[config.mk]
export PLATFORM = sky130hd
export DESIGN_NAME = cache_request_queue_flat
export DESIGN_NICKNAME = d
export VERILOG_FILES = /design/src/rtl/cache_request_queue_pkg.sv /design/src/rtl/cache_request_queue_if.sv /design/src/rtl/cache_request_queue_fifo.sv /design/src/rtl/cache_request_queue.sv /design/src/flat_wrapper.sv
export SDC_FILE = /design/constraint.sdc
export NUM_CORES = 1
export LEC_CHECK = 0
export BUFFER_PORTS_ARGS = -buffer_cell sky130_fd_sc_hd__buf_2
export CORE_ASPECT_RATIO = 1.25
export CORE_UTILIZATION = 35
export DETAILED_ROUTE_END_ITERATION = 8
export GPL_TIMING_DRIVEN = 1
export REMOVE_ABC_BUFFERS = 1
export SLEW_MARGIN = 40
export SYNTH_ARGS = -nofsm -noshare
export SYNTH_HDL_FRONTEND = slang
export SYNTH_HIERARCHICAL = 1
export SYNTH_SLANG_ARGS = --single-unit
[constraint.sdc]
create_clock -name clock -period 5.5 [get_ports clock]
set_input_delay 0.825 -clock clock [delete_from_list [all_inputs] [get_ports clock]]
set_output_delay 0.825 -clock clock [all_outputs]
set_load 0.03 [all_outputs]
[src/rtl/cache_request_queue_pkg.sv]
// cache_types_pkg: shared types, constants and helpers for the cache request
// queue.
//   CacheRequestType_t      - request kind, packed as a 32-bit int field
//   TAG_POISON/WORD_POISON  - fill values for fields a read does not carry
//   cache_request_width()   - width of the flat packed request
//   cache_request_pack()    - packs the fields MSB first into a wide vector;
//                             the caller truncates the result to REQ_WIDTH
package cache_types_pkg;

  typedef enum int {
    CACHE_READ      = 0,
    CACHE_WRITE     = 1,
    CACHE_DRAM_FILL = 2
  } CacheRequestType_t;

  localparam logic [21:0] TAG_POISON  = 22'h277BAD;
  localparam logic [31:0] WORD_POISON = 32'h0BADF00D;

  // Upper bound on the packed request; the top checks REQ_WIDTH against it.
  localparam int PACK_MAX = 1024;
  typedef logic [PACK_MAX-1:0] PackVec_t;

  function automatic int cache_request_width(input int indexWidth,
                                             input int offsetWidth,
                                             input int tagWidth,
                                             input int wordWidth,
                                             input int cacheSets);
    return indexWidth + offsetWidth + tagWidth + wordWidth + 32 + 1 +
           wordWidth / 8 + $clog2(cacheSets);
  endfunction

  // Shift the accumulator left by width and append the low width bits of field.
  function automatic PackVec_t packField(input PackVec_t acc,
                                         input PackVec_t field,
                                         input int width);
    PackVec_t mask;
    mask = ~({PACK_MAX{1'b1}} << width);
    return (acc << width) | (field & mask);
  endfunction

  function automatic PackVec_t cache_request_pack(input PackVec_t index,
                                                  input PackVec_t blockOffset,
                                                  input PackVec_t tag,
                                                  input PackVec_t writeData,
                                                  input logic [31:0] requestType,
                                                  input logic isValid,
                                                  input PackVec_t writeEnable,
                                                  input PackVec_t writeSet,
                                                  input int indexWidth,
                                                  input int offsetWidth,
                                                  input int tagWidth,
                                                  input int wordWidth,
                                                  input int setWidth);
    PackVec_t acc;
    acc = '0;
    acc = packField(acc, index, indexWidth);
    acc = packField(acc, blockOffset, offsetWidth);
    acc = packField(acc, tag, tagWidth);
    acc = packField(acc, writeData, wordWidth);
    acc = packField(acc, PackVec_t'(requestType), 32);
    acc = packField(acc, PackVec_t'(isValid), 1);
    acc = packField(acc, writeEnable, wordWidth / 8);
    acc = packField(acc, writeSet, setWidth);
    return acc;
  endfunction

endpackage

[src/rtl/cache_request_queue_if.sv]
// cache_request_queue_if: request-side and cache-side handshake bundle.
//   in_*       - typed request from the load/store unit or fill engine
//   out_*      - packed request toward the cache array front end
// Handshake: a transfer happens on a rising clock edge where valid and ready
// are both high; valid never waits on ready, and a valid producer holds its
// payload stable until the transfer.
//   slave  - the queue's view
//   master - the producer/consumer (bench) view
interface cache_request_queue_if #(
  parameter int INDEX_WIDTH  = 6,
  parameter int OFFSET_WIDTH = 4,
  parameter int TAG_WIDTH    = 22,
  parameter int WORD_WIDTH   = 32,
  parameter int CACHE_SETS   = 8
) ();
  import cache_types_pkg::*;

  localparam int REQ_WIDTH = cache_request_width(INDEX_WIDTH, OFFSET_WIDTH,
                                                 TAG_WIDTH, WORD_WIDTH, CACHE_SETS);
  localparam int SET_WIDTH = $clog2(CACHE_SETS);

  logic                      in_valid;
  logic                      in_ready;
  logic [1:0]                in_type;
  logic [INDEX_WIDTH-1:0]    in_index;
  logic [OFFSET_WIDTH-1:0]   in_offset;
  logic [TAG_WIDTH-1:0]      in_tag;
  logic [WORD_WIDTH-1:0]     in_data;
  logic [WORD_WIDTH/8-1:0]   in_we;
  logic [SET_WIDTH-1:0]      in_set;
  logic                      out_valid;
  logic                      out_ready;
  logic [REQ_WIDTH-1:0]      out_request;

  modport slave (
    input  in_valid, in_type, in_index, in_offset, in_tag, in_data, in_we, in_set,
    input  out_ready,
    output in_ready, out_valid, out_request
  );

  modport master (
    output in_valid, in_type, in_index, in_offset, in_tag, in_data, in_we, in_set,
    output out_ready,
    input  in_ready, out_valid, out_request
  );

endinterface

[src/rtl/cache_request_queue_fifo.sv]
// cache_request_fifo: generic DEPTH x WIDTH synchronous FIFO.
//   clock, reset      - posedge clock, async active-high reset
//   flush             - synchronous clear of all entries (wins over a push)
//   wrValid/wrReady   - push handshake; ready also when a pop frees a slot
//   rdValid/rdReady   - pop handshake on the head entry
//   rdData            - head entry straight from storage, zero when empty
//   occupancy         - entries held, 0..DEPTH
module cache_request_fifo #(
  parameter int WIDTH = 104,
  parameter int DEPTH = 4
) (
  input  logic                     clock,
  input  logic                     reset,
  input  logic                     flush,
  input  logic                     wrValid,
  output logic                     wrReady,
  input  logic [WIDTH-1:0]         wrData,
  output logic                     rdValid,
  input  logic                     rdReady,
  output logic [WIDTH-1:0]         rdData,
  output logic [$clog2(DEPTH):0]   occupancy
);
  localparam int PTR_WIDTH = $clog2(DEPTH);
  localparam logic [PTR_WIDTH:0] FULL_COUNT = (PTR_WIDTH + 1)'(DEPTH);

  logic [WIDTH-1:0]     mem [DEPTH];
  logic [PTR_WIDTH-1:0] wrPtr;
  logic [PTR_WIDTH-1:0] rdPtr;
  logic [PTR_WIDTH:0]   count;
  logic                 push;
  logic                 pop;

  assign rdValid   = (count != '0);
  assign pop       = rdValid && rdReady;
  // A pop in the same cycle frees the slot a full queue needs; flush keeps
  // the producer unblocked since whatever it offers is discarded anyway.
  assign wrReady   = flush || (count < FULL_COUNT) || pop;
  assign push      = wrValid && wrReady && !flush;
  assign rdData    = rdValid ? mem[rdPtr] : '0;
  assign occupancy = count;

  // DEPTH is a power of two, so pointers wrap by natural overflow.
  always_ff @(posedge clock or posedge reset) begin
    if (reset) begin
      wrPtr <= '0;
      rdPtr <= '0;
      count <= '0;
    end else if (flush) begin
      wrPtr <= '0;
      rdPtr <= '0;
      count <= '0;
    end else begin
      if (push) wrPtr <= wrPtr + 1'b1;
      if (pop)  rdPtr <= rdPtr + 1'b1;
      case ({push, pop})
        2'b10:   count <= count + 1'b1;
        2'b01:   count <= count - 1'b1;
        default: count <= count;
      endcase
    end
  end

  // Storage needs no reset: entries are only visible while count covers them.
  always_ff @(posedge clock) begin
    if (push) mem[wrPtr] <= wrData;
  end

endmodule

[src/rtl/cache_request_queue.sv]
// cache_request_queue: normalises typed cache requests, packs them into the
// flat cache-request layout and buffers them in a DEPTH-entry FIFO.
//   clock, reset   - posedge clock, async active-high reset
//   bus (slave)    - in_* request port and out_* packed-request port
//   flush          - discard all queued entries at the next edge
//   occupancy      - entries held
//   illegal_pulse  - one-cycle pulse after an accepted in_type==3 request
module cache_request_queue
  import cache_types_pkg::*;
#(
  parameter int INDEX_WIDTH  = 6,
  parameter int OFFSET_WIDTH = 4,
  parameter int TAG_WIDTH    = 22,
  parameter int WORD_WIDTH   = 32,
  parameter int CACHE_SETS   = 8,
  parameter int DEPTH        = 4
) (
  input  logic                   clock,
  input  logic                   reset,
  cache_request_queue_if.slave   bus,
  input  logic                   flush,
  output logic [$clog2(DEPTH):0] occupancy,
  output logic                   illegal_pulse
);
  localparam int SET_WIDTH = $clog2(CACHE_SETS);
  localparam int WE_WIDTH  = WORD_WIDTH / 8;
  localparam int REQ_WIDTH = INDEX_WIDTH + OFFSET_WIDTH + TAG_WIDTH + WORD_WIDTH +
                             32 + 1 + WE_WIDTH + SET_WIDTH;

  if (REQ_WIDTH != cache_request_width(INDEX_WIDTH, OFFSET_WIDTH, TAG_WIDTH,
                                       WORD_WIDTH, CACHE_SETS)) begin : gWidthCheck
    $error("cache_request_queue: REQ_WIDTH disagrees with cache_request_width()");
  end
  if (REQ_WIDTH > PACK_MAX) begin : gPackCheck
    $error("cache_request_queue: REQ_WIDTH exceeds PACK_MAX");
  end
  if ((WORD_WIDTH % 8) != 0) begin : gWordCheck
    $error("cache_request_queue: WORD_WIDTH must be a multiple of 8");
  end
  if ((DEPTH < 2) || ((DEPTH & (DEPTH - 1)) != 0)) begin : gDepthCheck
    $error("cache_request_queue: DEPTH must be a power of two, at least 2");
  end

  logic [31:0]             reqTypeBits;
  logic                    isIllegal;
  logic [TAG_WIDTH-1:0]    normTag;
  logic [WORD_WIDTH-1:0]   normData;
  logic [WE_WIDTH-1:0]     normWe;
  logic [SET_WIDTH-1:0]    normSet;
  logic [REQ_WIDTH-1:0]    packedReq;

  always_comb begin
    reqTypeBits = 32'(bus.in_type);
    isIllegal   = (bus.in_type == 2'd3);
    normTag     = bus.in_tag;
    normData    = bus.in_data;
    normWe      = bus.in_we;
    normSet     = bus.in_set;
    case (reqTypeBits)
      CACHE_READ: begin
        // Reads carry no tag, data or way; poison makes stray use visible.
        normTag  = TAG_WIDTH'(TAG_POISON);
        normData = WORD_WIDTH'(WORD_POISON);
        normWe   = '0;
        normSet  = '0;
      end
      CACHE_WRITE: begin
        normWe = bus.in_we;
      end
      CACHE_DRAM_FILL: begin
        // A fill always writes the whole word.
        normWe = '1;
      end
      default: begin
        normWe = bus.in_we;
      end
    endcase

    packedReq = REQ_WIDTH'(cache_request_pack(
      PackVec_t'(bus.in_index), PackVec_t'(bus.in_offset), PackVec_t'(normTag),
      PackVec_t'(normData), reqTypeBits, 1'b1, PackVec_t'(normWe),
      PackVec_t'(normSet), INDEX_WIDTH, OFFSET_WIDTH, TAG_WIDTH, WORD_WIDTH,
      SET_WIDTH));
  end

  // Illegal requests still see a normal in_ready and are consumed, but never
  // reach the FIFO.
  cache_request_fifo #(
    .WIDTH(REQ_WIDTH),
    .DEPTH(DEPTH)
  ) u_fifo (
    .clock    (clock),
    .reset    (reset),
    .flush    (flush),
    .wrValid  (bus.in_valid && !isIllegal),
    .wrReady  (bus.in_ready),
    .wrData   (packedReq),
    .rdValid  (bus.out_valid),
    .rdReady  (bus.out_ready),
    .rdData   (bus.out_request),
    .occupancy(occupancy)
  );

  // A request swallowed by flush is discarded silently, even if illegal.
  always_ff @(posedge clock or posedge reset) begin
    if (reset) begin
      illegal_pulse <= 1'b0;
    end else begin
      illegal_pulse <= bus.in_valid && bus.in_ready && isIllegal && !flush;
    end
  end

endmodule

[src/flat_wrapper.sv]
// flat-port wrapper written by rule: the top's interface ports become plain ports
module cache_request_queue_flat import cache_types_pkg::*;
#(
  parameter int INDEX_WIDTH  = 6,
  parameter int OFFSET_WIDTH = 4,
  parameter int TAG_WIDTH    = 22,
  parameter int WORD_WIDTH   = 32,
  parameter int CACHE_SETS   = 8,
  parameter int DEPTH        = 4
)
  (clock, reset, flush, occupancy, illegal_pulse, bus_in_valid, bus_in_type, bus_in_index, bus_in_offset, bus_in_tag, bus_in_data, bus_in_we, bus_in_set, bus_out_ready, bus_in_ready, bus_out_valid, bus_out_request);
  cache_request_queue_if #(.INDEX_WIDTH(INDEX_WIDTH), .OFFSET_WIDTH(OFFSET_WIDTH), .TAG_WIDTH(TAG_WIDTH), .WORD_WIDTH(WORD_WIDTH), .CACHE_SETS(CACHE_SETS)) bus_i ();
  input  logic clock;
  input  logic reset;
  input  logic flush;
  output logic [$clog2(DEPTH):0] occupancy;
  output logic illegal_pulse;
  input wire logic [$bits(bus_i.in_valid)-1:0] bus_in_valid;
  input wire logic [$bits(bus_i.in_type)-1:0] bus_in_type;
  input wire logic [$bits(bus_i.in_index)-1:0] bus_in_index;
  input wire logic [$bits(bus_i.in_offset)-1:0] bus_in_offset;
  input wire logic [$bits(bus_i.in_tag)-1:0] bus_in_tag;
  input wire logic [$bits(bus_i.in_data)-1:0] bus_in_data;
  input wire logic [$bits(bus_i.in_we)-1:0] bus_in_we;
  input wire logic [$bits(bus_i.in_set)-1:0] bus_in_set;
  input wire logic [$bits(bus_i.out_ready)-1:0] bus_out_ready;
  output wire logic [$bits(bus_i.in_ready)-1:0] bus_in_ready;
  output wire logic [$bits(bus_i.out_valid)-1:0] bus_out_valid;
  output wire logic [$bits(bus_i.out_request)-1:0] bus_out_request;
  assign bus_i.in_valid = bus_in_valid;
  assign bus_i.in_type = bus_in_type;
  assign bus_i.in_index = bus_in_index;
  assign bus_i.in_offset = bus_in_offset;
  assign bus_i.in_tag = bus_in_tag;
  assign bus_i.in_data = bus_in_data;
  assign bus_i.in_we = bus_in_we;
  assign bus_i.in_set = bus_in_set;
  assign bus_i.out_ready = bus_out_ready;
  assign bus_in_ready = bus_i.in_ready;
  assign bus_out_valid = bus_i.out_valid;
  assign bus_out_request = bus_i.out_request;
  cache_request_queue #(.INDEX_WIDTH(INDEX_WIDTH), .OFFSET_WIDTH(OFFSET_WIDTH), .TAG_WIDTH(TAG_WIDTH), .WORD_WIDTH(WORD_WIDTH), .CACHE_SETS(CACHE_SETS), .DEPTH(DEPTH)) u_core (.clock(clock), .reset(reset), .bus(bus_i), .flush(flush), .occupancy(occupancy), .illegal_pulse(illegal_pulse));
endmodule
==> results of run 1 <==
Yosys cell counts, drive strengths merged:
cell,number
nor3b,2
or2,31
a221oi,1
buf,23
nor2b,16
a21o,1
xor2,2
nor3,2
nor4b,1
fa,1
inv,7
clkbuf,23
ha,4
dfrtp,8
a311oi,1
o21ai,4
conb,2
nand2,10
and2b,13
o311ai,1
nand2b,4
a21oi,5
nand4,1
nor2,6
o31ai,1
a21boi,1
mux4,104
or4,1
nand3,2
a211oi,1
and2,108
edfxtp,416
o221ai,1
sequential cells by signal, indices dropped and copies added, names as in the netlist:
register / count
u_core/u_fifo/rdPtr: 2
u_core/illegal_pulse: 1
u_core/u_fifo/occupancy: 3
u_core/u_fifo/wrPtr: 2
u_core/u_fifo/mem: 416
cell type report:
| type | instances | area [um^2] | share of cell area |
|---|---|---|---|
| Tap cell | 637 | 797.0 | 0.03885 |
| Inverter | 7 | 26.28 | 0.001281 |
| Sequential cell | 424 | 12700 | 0.6190 |
| Clock inverter | 26 | 379.1 | 0.01848 |
| Multi-Input combinational cell | 449 | 4240 | 0.2067 |
| Timing Repair Buffer | 208 | 1221 | 0.05952 |
| Clock buffer | 52 | 1152 | 0.05617 |
worst max-delay path, cell delays in order (launching register included):
cell and delay [ns]:
dfrtp_4 0.88, buf_4 0.56, mux4_2 0.61, and2_1 0.18, buf_2 0.17
through the flow:
stage	cell area, um^2	setup TNS [ns]
after floorplan	16940	-33.51
after global placement	18920	0
after detailed placement	18980	0
after CTS	20520	0
after global routing	20520	0
final	20520	0
cells in the final DEF (no fill, tap or decap), drive strengths merged, types with 2 or more instances in the layout:
master,n
nand3,2
mux4,104
and2b,13
nor3,2
clkbuf,52
inv,7
or2,31
o21ai,4
buf,208
nand2b,4
nor3b,2
xor2,2
nand2,10
ha,4
dfrtp,8
edfxtp,416
conb,124
nor2,6
a21oi,5
bufinv,10
and2,108
nor2b,16
clkinv,14
clkinvlp,2
metal layers:
metal / share of wire / wire, um / global-route usage
met2: 0.50 / 17370 / 0.2431
met1: 0.43 / 14910 / 0.1927
met3: 0.043 / 1475 / 0.01944
met4: 0.023 / 800 / 0.04492
met5: 0 / 0 / 0
final timing paths:
| kind | slack [ns] | to |
|---|---|---|
| worst max-delay path | 1.70 | bus_out_request[64] |
| worst min-delay path | 0.12 | u_core/illegal_pulse |
| worst max register to register | 3.00 | u_core/u_fifo/mem[1][7] |
| worst min register to register | 0.60 | u_core/u_fifo/wrPtr[0] |
| max in group asynchronous | 5.00 | u_core/u_fifo/rdPtr[1] |
| min in group clock | 0.51 | u_core/u_fifo/mem[2][100] |
report_power, final:
part	internal (W)	total [W]	switching (W)
Clock	0.00196	0.00313	0.00117
Combinational	0.000386	0.00102	0.000635
Sequential	0.00363	0.00368	0.0000469
Total	0.00597	0.00783	0.00185
cell families after synthesis:
logic type | Yosys count | share of synthesized area
other | 2 | 0.0004485
multiplexers | 104 | 0.1399
flip-flops | 424 | 0.7580
AO/OA/AOI/OAI | 17 | 0.006576
AND/OR/NAND/NOR | 197 | 0.07241
XOR/XNOR | 2 | 0.001046
adder cells (fa/ha/maj) | 5 | 0.004185
buffers and inverters | 53 | 0.01749
==> metrics.md, run 1 <==
| Metric | Value |
|---|---|
| Status | complete, no violations |
| Row cnt | 89 |
| GRT overflow | 0 |
| Share of layout cells above drive strength 1 | 0.3293 |
| Final WS setup | between 1.5 and 2 ns |
| Core Util, Final | 0.4345 |
| Clock Skew | 0.01199 ns |
| Final std cells w/o fill | around 1.8k |
| Antenna cells | 0 |
| Die W | 197.6 um |
| Unrepaired setup endpoints after global routing | no |
| IO Pins | between 150 and 200 |
| Final net count | 1215 |
| Routed vias/inst | about 4.5 |
| Distinct cell type count after synthesis | 37 |
| Global-route wire length before repair | a little over 50 mm |
| DR vias | around 8.2k |
| Seq/Total Area, Yosys | 0.7580 |
| Final ANT Viol Nets | 0 |
| Share of the synthesized area in the top cell type | 0.7460 |
| Drt total wl | ~35 mm |
| CP endpoint kind | primary output |
| Post-CTS resize count | 0 |
| Die height | 246.5 um |
| Pwr Total | 0.007827 W |
| GPL Wtd Cong | a little over 0.7 |
| Post-detail-place hpwl | 21.56 mm |
| Peak Freq | 263.2 MHz |
| Max-cap violation count | 0 |
| Wire per inst | around 19 um |
| Initial antenna violation count | 0 |
| Synthesized area per cell | approximately 21 um^2 |
| Total GRT Usage | 0.1440 |
| Initial DRC count | ~450 |
| Cells on worst reg2reg path | 4 |
| Clock buffer count from CTS | between 40 and 50 |
| Number of global-route vias before repair | 8544 |
| Core area | between 40000 and 50000 um^2 |
| CTS Buffer Depth | 3 |
| Cts hold-fix bufs | 0 |
| Layout area overhead | 22.52% |
| Crit path launch | u_core/u_fifo/rdPtr[0] |
| Final min period | roughly 3.8 ns |
| Cell count after synthesis | about 800 |
| Final Hold Vio Count | 0 |
| Top post-synthesis cells by area | edfxtp_1 (75%), mux4_2 (14%), and2_1 (4.0%) |
| Warnings, synthesis | 6 |
| CTS H-tree lvls | 2 |
| CTS tree | done |
| Clk sink count | 424 |
| Slew headroom | 0.5022 |
| Leak | ~7 nW |
| # fillers | between 4k and 5k |
| Startpoint Class | flop |
| Worst hold margin | between 0.1 and 0.15 ns |
| Pwr dens | around 380 nW/um^2 |
| Final setup vio count | 0 |
| Yosys top cell by area | edfxtp_1 |
| Skew-Pair Late Insertion Delay | 0.54 ns |
| Fin crit share | 0.6909 |
| CP Data Arrival Time | slightly below 3 ns |
| Largest net degree at the start of global routing | between 60 and 70 |
| FF+latch count, synth | between 400 and 500 |
| TritonRoute pass-1 iters | 4 |
| Hold Crit Class | in -> async |
| Slew Limit Fails | 0 |
| Dpl cells | roughly 1.7k |
| Post-CTS setup buffers | 0 |
| Initial Util | 0.3546 |
| CP Class | reg -> out |
| Slew @ Worst Pin | about 0.75 ns |
| Worst-path fanout max | 32 |
| Root Buffer | clkbuf_16 |
| PortBufs | ~190 |
| Place WS | approximately 2.1 ns |
| Cell Area, Synth | between 15000 and 20000 um^2 |
| CP required | around 4.7 ns |
| Clk pin slew, worst setup/hold paths | around 0.06 ns |
| RR Startpoint | u_core/u_fifo/occupancy[2] |
| Die footprint | between 40000 and 50000 um^2 |
| Worst vdd ir | 0.1941 mV |
| # DRC | 0 |
(Power assumes the default switching activity.)
==> inputs of run 2 (changes only) <==
==> constraint.sdc (replaced) <==
create_clock -name clock -period 3.3 [get_ports clock]
set_input_delay 0.495 -clock clock [delete_from_list [all_inputs] [get_ports clock]]
set_output_delay 0.495 -clock clock [all_outputs]
set_load 0.03 [all_outputs]
==> metrics.md, run 2 (synthesis gave the netlist of run 1 again) <==
| Metric | Value |
|---|---|
| Wire per inst | 18.57 um (-3.1%) |
| CP peak stage delay | 0.67 ns (-0.21 ns) |
| Clk sink count | 424 (unchanged) |
| Fin crit share | 0.9148 |
| Max reg flops | 416 (unchanged) |
| Hold Crit Depth | 1 |
| Worst hold margin | 0.1638 ns (+0.04270 ns) |
| Core area | 47220 um^2 (unchanged) |
| Final Hold Vio Count | 0 (unchanged) |
| CP cell instances | buf_4 > mux4_2 > and2_1 > buf_2 |
| CTS tree | done |
| Final instance area | 20430 um^2 (-0.40%) |
| Clk pin slew, worst setup/hold paths | 0.06 ns (about the same) |
| Post-detail-place hpwl | 19.55 mm (-9.3%) |
| GPL Wtd Cong | 0.7187 (+2.0%) |
| Worst vdd ir | 0.4041 mV (+110%) |
| DR vias | 8205 (+0.38%) |
| PortBufs | 187 (unchanged) |
| Status | complete, no violations |
| Worst path depth | 4 (unchanged) |
| Unrepaired setup endpoints after global routing | no |
| Startpoint Class | flop |
| CTS H-tree lvls | 2 (unchanged) |
| Hold Crit Class | in -> reg |
| Final setup vio count | 0 (unchanged) |
| Worst reg2reg endpoint | u_core/u_fifo/occupancy[1] |
| R2R Setup Slk | 1.16 ns (-1.84 ns) |
| Reg with most FFs | u_core/u_fifo/mem |
| Post-CTS resize count | 0 (unchanged) |
| Cells on worst reg2reg path | 6 (+2) |
| Die footprint | 48730 um^2 (unchanged) |
| Worst-path fanout max | 16 (-50%) |
| Row cnt | 89 (unchanged) |
| Worst setup path end | bus_out_request[63] |
| Max-cap violation count | 0 (unchanged) |
| Initial DRC count | 336 (-26%) |
| CP Class | reg -> out |
| Clock Skew | 0.01290 ns (+0.0009073 ns) |
| Met2 Usage GRT | 0.2450 (+0.001968) |
| # fillers | 4230 (+0.91%) |
| Leak | 7.166 nW (-0.52%) |
| Critical path buffer and inverter count | 2 (unchanged) |
| Root Buffer | clkbuf_16 |
| Drt total wl | 33.60 mm (-2.8%) |
| Global-route wire length before repair | 51.12 mm (-1.0%) |
| Layout area overhead | 22.04% |
| Slew Limit Fails | 0 (unchanged) |
| Setup TNS Final | 0 ns (unchanged) |
| Initial Util | 0.3546 (unchanged) |
| Final min period | 3.019 ns |
| CP required | 2.80 ns (-1.88 ns) |
| Cts hold-fix bufs | 1 (+1) |
| CP endpoint kind | primary output |
| Largest net degree at the start of global routing | 62 (unchanged) |
| Number of global-route vias before repair | 8755 (+2.5%) |
| Initial antenna violation count | 2 (+2) |
| Peak Freq | roughly 330 MHz |
| Grt met1 use | 0.1768 (-0.01590) |
| CP max stage cell | dfrtp_4 |
| # DRC | 0 (unchanged) |
| Worst path top cell family by delay | flip-flops |
| Crit path launch | u_core/u_fifo/rdPtr[0] |
| Final net count | 1222 (+0.58%) |
| GRT overflow | 0 (unchanged) |
| Die W | 197.6 um (unchanged) |
| DP Area | 19050 um^2 (+0.37%) |
| Final std cells w/o fill | 1809 (+0.33%) |
| Final ANT Viol Nets | 0 (unchanged) |
| TritonRoute pass-1 iters | 5 (+1) |
| Dpl cells | 1728 (+0.17%) |
| Clock buffer count from CTS | 45 (+7.1%) |
| Commonest non-fill, non-tap cell in the layout | edfxtp_1 |
| M3 GR Usage | 0.02820 (+0.008761) |
| Routed vias/inst | 4.536 (about the same) |
| Pwr Total | 0.01256 W (+61%) |
| Post-CTS setup buffers | 0 (unchanged) |
| RR Startpoint | u_core/u_fifo/occupancy[0] |
| Commonest cells after routing, fill and taps aside | edfxtp_1 (416), buf_2 (187), conb_1 (124) |
| GRT busiest layer | met2 |
| Skew-Pair Late Insertion Delay | 0.55 ns (about the same) |
| IO Pins | 188 (unchanged) |
| Total GRT Usage | 0.1411 (-0.002919) |
| Die height | 246.5 um (unchanged) |
| Pwr dens | 614.8 nW/um^2 (+61%) |
| Share of layout cells above drive strength 1 | 0.3296 (about the same) |
| CTS Buffer Depth | 3 (unchanged) |
| CP Data Arrival Time | 2.52 ns (-0.46 ns) |
==> run 2: where the power goes <==
part | switching (W) | internal (W) | total [W] | leakage [nW]
clock | 0.00199 | 0.00274 | 0.00473 | 0.673
sequential | 0.0000525 | 0.00605 | 0.00610 | 3.87
combinational | 0.00107 | 0.000670 | 0.00174 | 2.62
==> run 2: how the worst min path moves through the flow <==
stage                               start                        to
final                     bus_in_index[0]  u_core/u_fifo/mem[2][98]
after global routing      bus_in_index[0]  u_core/u_fifo/mem[0][98]
after CTS                 bus_in_index[0]  u_core/u_fifo/mem[2][98]
after detailed placement            reset      u_core/illegal_pulse
after global placement              reset      u_core/illegal_pulse
after floorplan                     reset      u_core/illegal_pulse
==> run 2: layer usage <==
layer,up-vias,part of all wire
li1,3737,-
met4,2,0.022
met3,47,0.043
met1,4236,0.42
met5,-,0.00027
met2,183,0.51
==> run 2: stage by stage <==
stage               setup WS, ns    util
global route              0.1066  0.4328
detailed placement        0.6980  0.4036
floorplan                 -2.192       -
global placement          0.6757  0.4036
CTS                       0.1495  0.4327
finish                    0.2812  0.4328
==> run 2: layout make-up <==
cell class                 instances  area, um^2  area share
clock inverter                    25       207.7     0.01016
tap                              637       797.0     0.03900
clock buffer                      54        1160     0.05676
antenna                            1       2.502   0.0001225
sequential                       424       12700      0.6215
timing repair buffer             212        1301     0.06368
inverter                           7       26.28    0.001286
multi-input combinational        449        4240      0.2075
==> run 2: worst reg2reg max path, stage by stage, from the launching register on <==
cell,delay (ns)
dfrtp_1,0.49
o31ai_1,0.40
nor2_1,0.11
fa_1,0.53
nor3b_1,0.06
o21ai_0,0.14
nor4b_1,0.30
==> inputs of run 3 (changes only) <==
--- a/config.mk
+++ b/config.mk
@@ -7,9 +7,11 @@
 export LEC_CHECK = 0
 export BUFFER_PORTS_ARGS = -buffer_cell sky130_fd_sc_hd__buf_2
 export CORE_ASPECT_RATIO = 1.25
+export CORE_MARGIN = 2
 export CORE_UTILIZATION = 35
 export DETAILED_ROUTE_END_ITERATION = 8
 export GPL_TIMING_DRIVEN = 1
+export RECOVER_POWER = 50
 export REMOVE_ABC_BUFFERS = 1
 export SLEW_MARGIN = 40
 export SYNTH_ARGS = -nofsm -noshare
==> metrics.md, run 3 (synthesis gave the netlist of run 1 again) <==
| Metric | Value |
|---|---|
| Die height | 248.5 um (+0.81%) |
| Startpoint Class | flop |
| Unrepaired setup endpoints after global routing | no |
| Fin crit share | 0.8889 (-0.02587) |
| Slew headroom | -0.1162 |
| Status | finished, violations left |
| GRT overflow | 0 (unchanged) |
| Worst path top cell family by delay | flip-flops |
| Post-detail-place hpwl | 20.58 mm (+5.2%) |
| Clock buffer count from CTS | 43 (-4.4%) |
| Core area | 47220 um^2 (unchanged) |
| Number of global-route vias before repair | 8875 (+1.4%) |
| Row cnt | 89 (unchanged) |
| Final net count | 1223 (+0.082%) |
| GPL Wtd Cong | 0.7361 (+2.4%) |
| R2R Setup Slk | 0.40 ns (-0.76 ns) |
| Internal power | 0.009501 W (+0.45%) |
| CP cell instances | buf_4 > mux4_2 > and2_1 > buf_2 |
| CTS H-tree lvls | 2 (unchanged) |
| Clk pin slew, worst setup/hold paths | 0.06 ns (about the same) |
| CTS Buffer Depth | 3 (unchanged) |
| Seq pwr share | 0.484 (-0.002) |
| Total GRT Usage | 0.1397 (-0.001364) |
| CP peak stage delay | 0.77 ns (+0.10 ns) |
| Skew-Pair Late Insertion Delay | 0.55 ns (about the same) |
| Net switching power | 0.003093 W (-0.38%) |
| Die W | 199.6 um (+1.0%) |
| Initial Util | 0.3546 (unchanged) |
| CP required | 2.80 ns (about the same) |
| PortBufs | 187 (unchanged) |
| Critical path buffer and inverter count | 2 (unchanged) |
| Commonest cells after routing, fill and taps aside | edfxtp_1 (416), buf_2 (172), conb_1 (124) |
| Clock Skew | 0.008271 ns (-0.004625 ns) |
| RR Startpoint | u_core/u_fifo/occupancy[2] |
| Final std cells w/o fill | 1809 (unchanged) |
| Switching Fraction | 0.2456 (-0.001548) |
| Clk sink count | 424 (unchanged) |
| Setup TNS Final | 0 ns (unchanged) |
| Worst vdd ir | 0.3881 mV (-4.0%) |
| Final setup vio count | 0 (unchanged) |
| Pwr dens | 618.4 nW/um^2 (+0.59%) |
| CTS tree | done |
| Failing checks | max-capacitance violations, max-slew violations |
| Root Buffer | clkbuf_16 |
| Hold Crit Class | in -> reg |
| Gate power share | 0.136 (-0.002) |
| Crit path launch | u_core/u_fifo/rdPtr[1] |
| IO Pins | 188 (unchanged) |
| # DRC | 0 (unchanged) |
| Commonest non-fill, non-tap cell in the layout | edfxtp_1 |
| Max-cap violation count | 4 (+4) |
| Layout area overhead | 21.62% |
| DR vias | 8207 (+0.024%) |
| Share of layout cells above drive strength 1 | 0.3168 (-0.01281) |
| Slew @ Worst Pin | around 1.7 ns |
| Wire per inst | 18.73 um (+0.82%) |
| # fillers | 4263 (+0.78%) |
| Initial DRC count | 432 (+29%) |
| Die footprint | 49620 um^2 (+1.8%) |
| Final min period | 2.933 ns (-0.08537 ns) |
| Peak Freq | 340.9 MHz (+2.9%) |
| Max reg flops | 416 (unchanged) |
| Reg with most FFs | u_core/u_fifo/mem |
| CP Class | reg -> out |
| Slew Limit Fails | 211 (+211) |
| CP Data Arrival Time | 2.44 ns (-0.08 ns) |
| Initial antenna violation count | 5 (+3) |
| Leak | 7.084 nW (-1.1%) |
| Largest net degree at the start of global routing | 65 (+4.8%) |
| Worst-path fanout max | 31 (+15) |
| Final ANT Viol Nets | 0 (unchanged) |
| CP max stage cell | dfrtp_4 |
| Final Hold Vio Count | 0 (unchanged) |
| Core Util, Final | 0.4313 (-0.001457) |
| Clock share of power | 0.380 (+0.004) |
| Drt total wl | 33.88 mm (+0.82%) |
| TritonRoute pass-1 iters | 4 (-1) |
| CP endpoint kind | primary output |
| Routed vias/inst | 4.537 (about the same) |
| Global-route wire length before repair | 51.72 mm (+1.2%) |
| Dpl cells | 1731 (+0.17%) |
| Hold Startpoint | bus_in_index[2] |
run 3: changes by cell type in the layout (fill, tap and decap cells not counted), sizes merged:
cell | before | now
buf | 211 | 192
bufinv | 3 | 4
clkbuf | 54 | 72
clkinv | 19 | 18
clkinvlp | 1 | 2
run 3: power by group through the flow:
stage / registers (W) / clock network [W] / logic [W]
6_report: 0.00610 / 0.00478 / 0.00171
5_1_grt: 0.00611 / 0.00514 / 0.00186
4_1_cts: 0.00610 / 0.00493 / 0.00178
3_5_place_dp: 0.00622 / 0 / 0.00177
3_3_place_gp: 0.00621 / 0 / 0.00176
2_1_floorplan: 0.00630 / 0 / 0.00115
run 3: timing repair:
action | in CTS | in global routing
resized for setup | 0 | 0
setup buffers | 0 | 0
endpoints found under the hold margin | 8 | 0
hold buffers | 1 | 0
run 3: worst paths after layout:
kind,cells after the start,end
min in group asynchronous,3,u_core/illegal_pulse
max,4,bus_out_request[60]
max reg2reg,5,u_core/u_fifo/mem[0][11]
max in group asynchronous,3,u_core/u_fifo/rdPtr[0]
min reg2reg,2,u_core/u_fifo/wrPtr[0]
min,1,u_core/u_fifo/mem[3][100]
run 3: per-layer routing:
metal | vias to the layer above | track usage | wire length [um]
li1 | 3735 | - | -
met2 | 172 | 0.2435 | 17620
met5 | - | 0 | 46
met1 | 4236 | 0.1705 | 13800
met3 | 56 | 0.03350 | 1617
met4 | 8 | 0.04275 | 791
run 3: stage by stage:
stage	setup WS (ns)	hold slack, ns	area [um^2]	total power, W
floorplan	-2.192	0.2237	16940	0.007457
global placement	0.6642	0.3398	19080	0.007974
detailed placement	0.7172	0.3412	19080	0.007988
CTS	0.2488	0.1257	20470	0.01280
global route	0.1487	0.1774	20360	0.01312
finish	0.3665	0.2056	20370	0.01259
run 3: worst register-to-register path, cell delays in order, from the launching register on:
cell,delay [ns]
dfrtp_1,0.49
nor2b_1,0.18
nor3_1,0.18
clkbuf_1,0.18
and2_0,0.18
clkbuf_2,1.20
run 3: cell type report:
class                           count  area (um^2)  area share
Tap cell                          637        797.0     0.03913
Clock inverter                     26        240.2     0.01180
Sequential cell                   424        12700      0.6236
Antenna cell                        1        2.502   0.0001229
Clock buffer                       50         1145     0.05621
Inverter                            7        26.28    0.001290
Multi-Input combinational cell    449         4233      0.2078
Timing Repair Buffer              215         1222     0.06002
